File: config.mk
export PLATFORM = sky130hd
export DESIGN_NAME = op_buffer_ctrl
export DESIGN_NICKNAME = d
export VERILOG_FILES = /design/src/rtl/op_buffer_ctrl.sv
export SDC_FILE = /design/constraint.sdc
export NUM_CORES = 1
export LEC_CHECK = 0
export ABC_AREA = 1
export CORE_MARGIN = 2
export CORE_UTILIZATION = 33
export DETAILED_ROUTE_END_ITERATION = 10
export PLACE_DENSITY = 0.87
export SETUP_SLACK_MARGIN = 0.4
export SYNTH_ARGS = -nofsm -noshare
export SYNTH_HDL_FRONTEND = slang
export SYNTH_SLANG_ARGS = --single-unit
File: constraint.sdc
create_clock -name clk -period 2.3 [get_ports clk]
set_input_delay 0.69 -clock clk [delete_from_list [all_inputs] [get_ports clk]]
set_output_delay 0.69 -clock clk [all_outputs]
set_load 0.01 [all_outputs]
File: src/rtl/op_buffer_ctrl.sv
// Output-buffer sequencer: writes array results into a 16-entry circular buffer
// and replays them in FIFO order as bursts toward the external read port.
module op_buffer_ctrl #(
  parameter int DEPTH  = 16,
  parameter int ADDR_W = 4,
  parameter int DATA_W = 32
) (
  input  logic              clk,
  input  logic              rst,
  input  logic              clear,
  input  logic              res_valid,
  input  logic [DATA_W-1:0] res_data,
  output logic              res_ready,
  output logic              st_en,
  output logic [ADDR_W-1:0] st_addr,
  output logic [DATA_W-1:0] st_data,
  output logic              sd_en,
  output logic [ADDR_W-1:0] sd_addr,
  input  logic              ext_req,
  input  logic [4:0]        ext_len,
  input  logic              ext_ready,
  output logic              ext_valid,
  output logic              burst_done,
  output logic [4:0]        count,
  output logic              full,
  output logic              empty,
  output logic              busy
);

  typedef enum logic {IDLE = 1'b0, DRAIN = 1'b1} state_t;

  state_t            state, state_nxt;
  logic [ADDR_W-1:0] wr_ptr, rd_ptr;
  logic [4:0]        remaining;
  logic [4:0]        burst_len;
  logic              req_accept;
  logic              last_send;

  assign full       = (count == 5'(DEPTH));
  assign empty      = (count == 5'd0);
  assign burst_len  = (ext_len > 5'(DEPTH)) ? 5'(DEPTH) : ext_len;
  assign req_accept = (state == IDLE) && ext_req && (ext_len != 5'd0) && !clear;
  assign last_send  = sd_en && (remaining == 5'd1);
  assign st_addr    = wr_ptr;
  assign st_data    = res_data;
  assign sd_addr    = rd_ptr;

  always_ff @(posedge clk) begin
    if (!rst) state <= IDLE;
    else      state <= state_nxt;
  end

  always_comb begin
    state_nxt = state;
    case (state)
      IDLE:    if (ext_req && ext_len != 5'd0) state_nxt = DRAIN;
      DRAIN:   if (last_send) state_nxt = IDLE;
      default: state_nxt = IDLE;
    endcase
    if (clear) state_nxt = IDLE;
  end

  // Sends are gated by rst as well so nothing leaves the buffer during reset.
  always_comb begin
    res_ready = rst && !clear && !full;
    st_en     = res_valid && res_ready;
    sd_en     = rst && (state == DRAIN) && ext_ready && !empty && !clear;
    busy      = (state == DRAIN);
  end

  always_ff @(posedge clk) begin
    if (!rst || clear) begin
      wr_ptr     <= '0;
      rd_ptr     <= '0;
      count      <= '0;
      remaining  <= '0;
      ext_valid  <= 1'b0;
      burst_done <= 1'b0;
    end else begin
      if (st_en) wr_ptr <= wr_ptr + 1'b1;
      if (sd_en) rd_ptr <= rd_ptr + 1'b1;
      if (st_en && !sd_en)      count <= count + 5'd1;
      else if (sd_en && !st_en) count <= count - 5'd1;
      if (req_accept)  remaining <= burst_len;
      else if (sd_en)  remaining <= remaining - 5'd1;
      // The buffer output register is loaded by sd_en, so its valid trails by one.
      ext_valid  <= sd_en;
      burst_done <= last_send;
    end
  end

endmodule

==> flow_summary.ini, run 1 <==
[floorplanning]
die_area_mm2 = 0.00519
die_y_um = 72.0
coreArea_mm2 = 0.00441
row_count = 24
io_pins = 96
start_util_pct = 34.6
die_x_um = 72.0

[pwr]
p_int_uw = 573
ir_drop_mv = 0.274
p_per_area_mw_per_mm2 = 383
power.leakage_nw = 1.09
combPwrFrac_pct = 21.0
seqPwrFrac_pct = 47.8
p_switching_uw = 214
switching_share_pct = 27.2
pwr-share-clk_pct = 31.2

[synthesis]
synth_edf_count = 0
ys_types = 25
yosys_warnings = 0
syn_area_mm2 = 0.00153
avgSynthCellArea_um2 = 7.07
yosys.area_share.simple_pct = 25.7
synth_fa_ha_area_share_pct = 7.87
synth_xor_xnor_area_share_pct = 2.87
synth_flop_cell = dfxtp_1
synth_most_common_cell = inv_1
synthCells = 216
synth_top_area_share_pct = 27.5
synthTopCellsByArea = dfxtp_1, buf_4, inv_1
synth-compound-area-share_pct = 8.52
ys_seq_area_share_pct = 27.5
yosys-top-cells-count = inv_1, buf_4, nand2_1
synthArstFlopShare_pct = 0
ys_seq_elements = 21
synth.area.mux_share_pct = 0
synth_top_family_by_area = buffers and inverters
yosys.area.top_type = dfxtp_1
synth_fp_nets = 268

[clocking]
cts_buffers = 3
cts_buffer_depth = 2
clk_pin_slew_ns = 0.08
hold_buffers = 0
htree_levels = 1
cts-root-buf = clkbuf_8
cts_tree = yes
cts.sinks = 21
clkLatencyLatePin_ns = 0.26

[routing]
routed_via_density = 4.62
dr.pass1.iters = 4
drt_wl_total_um = 3330
wl_per_cell_um = 11.2
drt_iter0_drc = 45
vias = 1377
drc = 0
antenna_left = 0

[final_layout]
final_cells = 298
n_fill_cell = 421
multi_input_area_um2 = 796
area_growth_syn_to_layout_pct = 34.6
num_antenna_cells = 0
drive_above_1_share_pct = 30.9
fin_util_pct = 46.5
nets = 299
ff_latch_area_um2 = 430

[timing]
hold_viol = 0
grt_setup_unrepaired = yes
slew_headroom_pct = 85.3
period_needed_ns = 2.12
worst_slew_pin_slew_ns = 0.220
finalSetupViolations = 0
slew_viol_final = 0
fin_worst_skew_ns = 0.00185
layout_worst_path_cycle_share_pct = 92.4
timing.fmax_ghz = 0.471

[hold_path]
hp-class = reg -> reg
worstHoldStart = sd_addr[3]
min_path_cells = 2

[setup_path]
crit_start = clear
cp-end-kind = output pin
reg2reg_depth = 14
start_kind = primary input
crit_fanout = 4
r2r-start = count[1]
arrival_ns = 1.43
worstSetupPathType = in -> out
critPathRequiredTime_ns = 1.61

[job]
drv_cap = 0

[global_routing]
grt_max_degree = 13
grt_first_pass_wirelength_um = 5420
antenna_found_initial = 0
overflow = 0
grt_util_all_layers_pct = 12.8
grt_pass1_vias = 1260

[place]
gp_congestion = 0.808
io_buffers = 31
dp_hpwl_um = 2420
numPlacedInstances = 280

[run_status]
status = complete, no violations
kinds of logic (layout without fill, tap and decap cells):
kind of cell               count (synthesis)  count (layout)
adders and majority gates                  9               9
buffers and inverters                     75             105
xor gates and xnor gates                   5               5
and+or+nand+nor                           82              82
DFF                                       21              21
AOI/OAI and AO/OA                         24              24
sequential cells by signal, indices dropped and copies added (netlist names):
signal / flops
burst_done: 1
busy: 1
count: 5
ext_valid: 1
remaining: 5
sd_addr: 4
st_addr: 4
power by group through the flow:
| stage | logic [mW] | clock network (mW) | registers (mW) |
|---|---|---|---|
| 2_1_floorplan | 0.135 | 0 | 0.385 |
| 4_1_cts | 0.152 | 0.256 | 0.376 |
| 6_report | 0.165 | 0.246 | 0.376 |
| 5_1_grt | 0.181 | 0.274 | 0.377 |
| 3_5_place_dp | 0.146 | 0 | 0.384 |
| 3_3_place_gp | 0.142 | 0 | 0.383 |
worst paths after layout:
check	end	slack, ns
worst max register to register	count[4]	0.27
worst min register to register	sd_addr[3]	0.47
worst max-delay path	st_en	0.18
worst min-delay path	sd_addr[3]	0.47
critical path, cell delays in order:
cell	delay, ns
buf_6	0.09
buf_8	0.12
inv_16	0.05
nand2_8	0.06
inv_6	0.06
nand3_4	0.07
inv_4	0.06
buf_4	0.10
buf_2	0.12
layer usage:
metal  GRT usage (%)  vias up  wire (um)  part of all wire (%)
met4            2.94        0         49                   1.5
li1                -      704          -                     -
met1            15.0      634       1410                    42
met2            23.6       31       1700                    51
met3            3.19        8        173                   5.2
met5               0        -          0                     0
placed cells by master, fill, tap and decap left out, drive strengths merged:
| cell | instances |
|---|---|
| clkdlybuf4s50 | 11 |
| clkinv | 1 |
| nor3 | 2 |
| nand2 | 33 |
| nand4 | 5 |
| buf | 33 |
| dfxtp | 21 |
| o211ai | 1 |
| dlymetal6s2s | 5 |
| nand3 | 18 |
| o21ai | 12 |
| ha | 8 |
| xor2 | 4 |
| fa | 1 |
| xnor2 | 1 |
| inv | 41 |
| dlygate4sd2 | 8 |
| nor2 | 24 |
| clkdlybuf4s15 | 2 |
| clkbuf | 4 |
| a21oi | 11 |
what timing repair did:
item / in CTS / in global routing
pin swaps: 14 / 10
buffers inserted: 8 / 6
gates resized for setup: 48 / 17
endpoints found under the setup margin: 28 / 15
cloned: 0 / 0
per-stage QoR:
step                      cell area (um2)  setup WS (ns)  power [mW]  setup TNS [ns]  hold WS, ns
final                                2050          0.176       0.786               0        0.473
after global routing                 2050          0.111       0.831               0        0.520
after CTS                            1960          0.214       0.784               0        0.483
after detailed placement             1840         -0.545       0.530           -3.54        0.469
after global placement               1840         -0.521       0.525           -3.28        0.447
after floorplan                      1610          0.188       0.520               0        0.454
final cells by class:
cell class                 count  area share (%)
timing repair buffer          60            26.0
clock buffer                   3            2.01
inverter                      41            8.89
multi-input combinational    120            38.7
sequential                    21            21.0
clock inverter                 1           0.244
tap                           52            3.17
Note: power is estimated with default switching activity, not from simulation.
==> inputs of run 2 (changes only) <==
CORE_MARGIN = 3   (was 2)
==> run 2 against run 1 <==
  * Die area grew 5.6%
  * Combinational power shrank 6%
  * Cell area shrank 2.7%
  * Sequential share of layout area grew 0.51 points
  * Non-clock buffer count shrank 7
  * Clock power is essentially flat
  * Global-route usage shrank 1.1 points
  * Total power shrank 0.94%
  * Register-to-register slack is essentially flat
  * Highest routed layer unchanged
==> flow_summary.ini, run 2 (synthesis results as in run 1) <==
[routing]
drt_iter0_drc = 72
drt_wl_total_um = 3140
drc = 0
routed_via_density = 4.52
antenna_left = 0
wl_per_cell_um = 10.8
dr.pass1.iters = 4
vias = 1314

[pwr]
pwr-share-clk_pct = 31.7
p_switching_uw = 209
combPwrFrac_pct = 19.9
p_int_uw = 570
power.leakage_nw = 1.07
switching_share_pct = 26.8
p_total_uw = 779
p_per_area_mw_per_mm2 = 390
ir_drop_mv = 0.180
seqPwrFrac_pct = 48.4

[setup_path]
path_common_cell = nand2_1
start_kind = primary input
path_buf_inv = 7
cp-end-kind = flop
worstSetupPathType = in -> reg
crit_start = clear
r2r-start = count[3]
crit_chain = buf_6, buf_8, inv_16, nand2_8, clkinv_4, nand3_4, inv_4, buf_6, ha_4, inv_4, ha_4, nand2_2, nor2_4, nor2_1, nand2_1, nand2_1, nand2_1, a21oi_2
slowest_delay_ns = 0.29
arrival_ns = 2.26
critPathRequiredTime_ns = 2.47
crit_fanout = 4
slowest_stage = ha_4
cp_top_family = buffers and inverters

[floorplanning]
row_count = 24
io_pins = 96
die_area_mm2 = 0.00548
die_x_um = 74.0
start_util_pct = 34.6
die_y_um = 74.0
coreArea_mm2 = 0.00441

[clocking]
cts_tree = yes
cts_buffers = 3
cts_buffer_depth = 2
hold_buffers = 0
cts-root-buf = clkbuf_8
clkLatencyLatePin_ns = 0.26
htree_levels = 1
clk_pin_slew_ns = 0.08
cts.sinks = 21

[final_layout]
num_antenna_cells = 0
final_common_cell = inv_1
final_cells = 291
nets = 292
n_fill_cell = 426
area_growth_syn_to_layout_pct = 31.0
mostFrequentLayoutCells = inv_1, nand2_1, nor2_1, buf_4, dfxtp_1
final_area_mm2 = 0.00200
drive_above_1_share_pct = 28.5
top_regs = count (5), remaining (5)

[global_routing]
overflow = 0
grt_first_pass_wirelength_um = 5140
grt_max_degree = 14
antenna_found_initial = 0
grt_util_all_layers_pct = 11.8
grt_pass1_vias = 1220

[timing]
worst_slew_pin_slew_ns = 0.222
period_needed_ns = 2.09
layout_worst_path_cycle_share_pct = 90.8
hold_viol = 0
grt_setup_unrepaired = yes
slew_headroom_pct = 85.1
timing.fmax_ghz = 0.479
finalSetupViolations = 0
slew_viol_final = 0
fin_worst_skew_ns = 0.0108

[place]
numPlacedInstances = 281
place_area_mm2 = 0.00184
dp_hpwl_um = 2430
io_buffers = 31
gp_congestion = 0.775

[hold_path]
worstHoldStart = sd_addr[3]
hp-class = reg -> reg

[job]
drv_cap = 0

[run_status]
status = complete, no violations
## run 2: stage by stage
step	util [%]	setup WS [ns]	hold slack, ns	TNS (ns)
2_1_floorplan	-	0.188	0.454	0
6_report	45.3	0.211	0.460	0
3_5_place_dp	41.8	-0.543	0.458	-3.46
4_1_cts	44.0	0.213	0.469	0
3_3_place_gp	41.8	-0.533	0.446	-3.24
5_1_grt	45.3	0.128	0.488	0
## run 2: final cells by class
type                    count  area (um2)  area share [%]
clock buffers               3        41.3            2.07
clock inverters             1        7.51           0.375
inverters                  41         180            9.01
multi-input cells         120         786            39.3
flip-flops and latches     21         429            21.5
well taps                  52        65.1            3.25
repair buffers             53         490            24.5
## run 2: power by group through the flow
stage / Clock, mW / Combinational, mW / Sequential [mW]
6_report: 0.247 / 0.155 / 0.377
3_5_place_dp: 0 / 0.146 / 0.384
5_1_grt: 0.275 / 0.172 / 0.378
3_3_place_gp: 0 / 0.143 / 0.383
2_1_floorplan: 0 / 0.135 / 0.385
4_1_cts: 0.260 / 0.149 / 0.376
## run 2: worst reg2reg max path, delay by kind of cell, from the launching register on
family / cells / cell delay [ns]
adders and majority gates: 2 / 0.38
and+or+nand+nor: 9 / 0.71
buffers and inverters: 4 / 0.39
DFF: 1 / 0.37
AOI/OAI and AO/OA: 1 / 0.11
## run 2: metal layers
metal | vias to the layer above | wire length [um] | global-route usage [%]
met3 | 2 | 195 | 2.97
met5 | - | 0 | 0
li1 | 691 | - | -
met1 | 588 | 1250 | 13.2
met4 | 0 | 10 | 2.41
met2 | 33 | 1680 | 22.2
## run 2: final timing paths
path                      to  slack [ns]  cells after the start
setup / recovery    count[4]        0.21                     18
hold reg to reg   sd_addr[3]        0.46                      2
hold / removal    sd_addr[3]        0.46                      2
setup reg to reg    count[4]        0.27                     16
## run 2: what timing repair did
| action | 4_1_cts | 5_1_grt |
|---|---|---|
| setup endpoints to repair | 27 | 15 |
| buffers inserted | 4 | 2 |
| pin swaps | 13 | 9 |
| gates resized for setup | 48 | 18 |
==> inputs of run 3 (changes only) <==
CORE_MARGIN = unset   (was 3)
==> run 3 against run 2 <==
  * Non-clock buffer count grew 8
  * Worst setup slack gained 0.0077 ns
  * Core utilization grew 1.1 points
  * Fmax grew 0.37%
  * Sequential power is essentially flat
  * Count of clock-buffer cells in the layout grew 1
  * Global-route usage grew 1.6 points
  * Total power grew 0.39%
  * Clock power is essentially flat
  * Sequential share of layout area shrank 0.45 points
  * Register-to-register slack gained 0.02 ns
  * Largest cell class unchanged
  * Highest routed layer unchanged
==> flow_summary.ini, run 3 (synthesis results as in run 1) <==
[place]
gp_congestion = 0.811
dp_hpwl_um = 2340
io_buffers = 31
numPlacedInstances = 281
place_area_mm2 = 0.00184

[pwr]
power.leakage_nw = 1.08
p_per_area_mw_per_mm2 = 382
ir_drop_mv = 0.245

[final_layout]
final_area_mm2 = 0.00205
num_antenna_cells = 0
drive_above_1_share_pct = 29.6
area_growth_syn_to_layout_pct = 34.2
mostFrequentLayoutCells = inv_1, nand2_1, buf_4
nets = 300
fin_util_pct = 46.4
final_common_cell = inv_1
top_regs = count (5), remaining (5)
final_cells = 299
n_fill_cell = 428

[hold_path]
min_to = sd_addr[3]
min_path_cells = 2
worstHoldStart = sd_addr[3]
hp-class = reg -> reg

[setup_path]
ff2ff_setup_slack_ns = 0.29
cp-end-kind = output pin
regToRegEndpoint = count[4]
reg2reg_depth = 13
arrival_ns = 1.39
r2r-start = count[3]
crit_fanout = 4
critPathRequiredTime_ns = 1.61
worstSetupPathType = in -> out
start_kind = primary input

[global_routing]
grt_first_pass_wirelength_um = 5340
antenna_found_initial = 0
grt_max_degree = 13
grt_util_all_layers_pct = 13.4
overflow = 0
grt_pass1_vias = 1289

[clocking]
cts_buffer_depth = 2
cts-root-buf = clkbuf_8
clkLatencyLatePin_ns = 0.26
htree_levels = 1
cts.sinks = 21
clk_pin_slew_ns = 0.08
hold_buffers = 0
cts_tree = yes
cts_buffers = 3

[timing]
fin_worst_skew_ns = 0.00108
setup_tns_ns = 0
finalSetupViolations = 0
grt_setup_unrepaired = yes
layout_worst_path_cycle_share_pct = 90.5
slew_headroom_pct = 83.6
worst_slew_pin_slew_ns = 0.245
timing.fmax_ghz = 0.480
period_needed_ns = 2.08
slew_viol_final = 0
hold_viol = 0

[floorplanning]
row_count = 24
die_x_um = 70.0
start_util_pct = 34.6
die_y_um = 70.0
die_area_mm2 = 0.00490
coreArea_mm2 = 0.00441
io_pins = 96

[routing]
drc = 0
vias = 1355
drt_iter0_drc = 70
routed_via_density = 4.53
dr.pass1.iters = 4
drt_wl_total_um = 3230
antenna_left = 0
wl_per_cell_um = 10.8

[run_status]
status = complete, no violations

[job]
drv_cap = 0
run 3: cell type report:
cell class,count,area (um2),area share [%]
sequential,21,430,21.0
multi-input combinational,120,777,37.9
tap,52,65.1,3.18
inverter,41,180,8.80
timing repair buffer,61,551,26.9
clock buffer,4,45.0,2.20
run 3: how the worst max path moves through the flow:
| stage | from | end | slack, ns |
|---|---|---|---|
| 6_report | clear | st_en | 0.22 |
| 5_1_grt | clear | count[3] | 0.14 |
| 4_1_cts | clear | count[3] | 0.22 |
| 3_5_place_dp | clear | sd_en | -0.55 |
| 3_3_place_gp | clear | sd_en | -0.53 |
| 2_1_floorplan | clear | count[4] | 0.19 |
run 3: metrics by stage:
stage	power, mW	setup WS [ns]	hold WS [ns]
after floorplan	0.520	0.188	0.454
after global placement	0.525	-0.531	0.448
after detailed placement	0.529	-0.554	0.459
after CTS	0.788	0.218	0.472
after global routing	0.830	0.143	0.494
final	0.782	0.218	0.473
run 3: critical path, stage by stage:
cell,delay (ns)
buf_6,0.09
buf_6,0.13
inv_16,0.05
nand2_8,0.06
inv_6,0.06
nand3_4,0.06
inv_4,0.06
buf_4,0.10
buf_6,0.09
run 3: where the power goes:
| group | switching (mW) | internal (mW) |
|---|---|---|
| logic | 0.0780 | 0.0825 |
| registers | 0.00657 | 0.368 |
| clock network | 0.123 | 0.123 |
run 3: what timing repair did:
item | 4_1_cts | 5_1_grt
pin swaps | 13 | 5
endpoints found under the setup margin | 20 | 15
buffers inserted | 10 | 4
resized for setup | 50 | 9
run 3: layer usage:
| metal | vias up | part of all wire, % | global-route usage [%] |
|---|---|---|---|
| li1 | 702 | - | - |
| met4 | 0 | 0.84 | 3.78 |
| met2 | 36 | 52 | 25.3 |
| met1 | 613 | 41 | 14.2 |
| met5 | - | 0 | 0 |
| met3 | 4 | 6.2 | 3.90 |
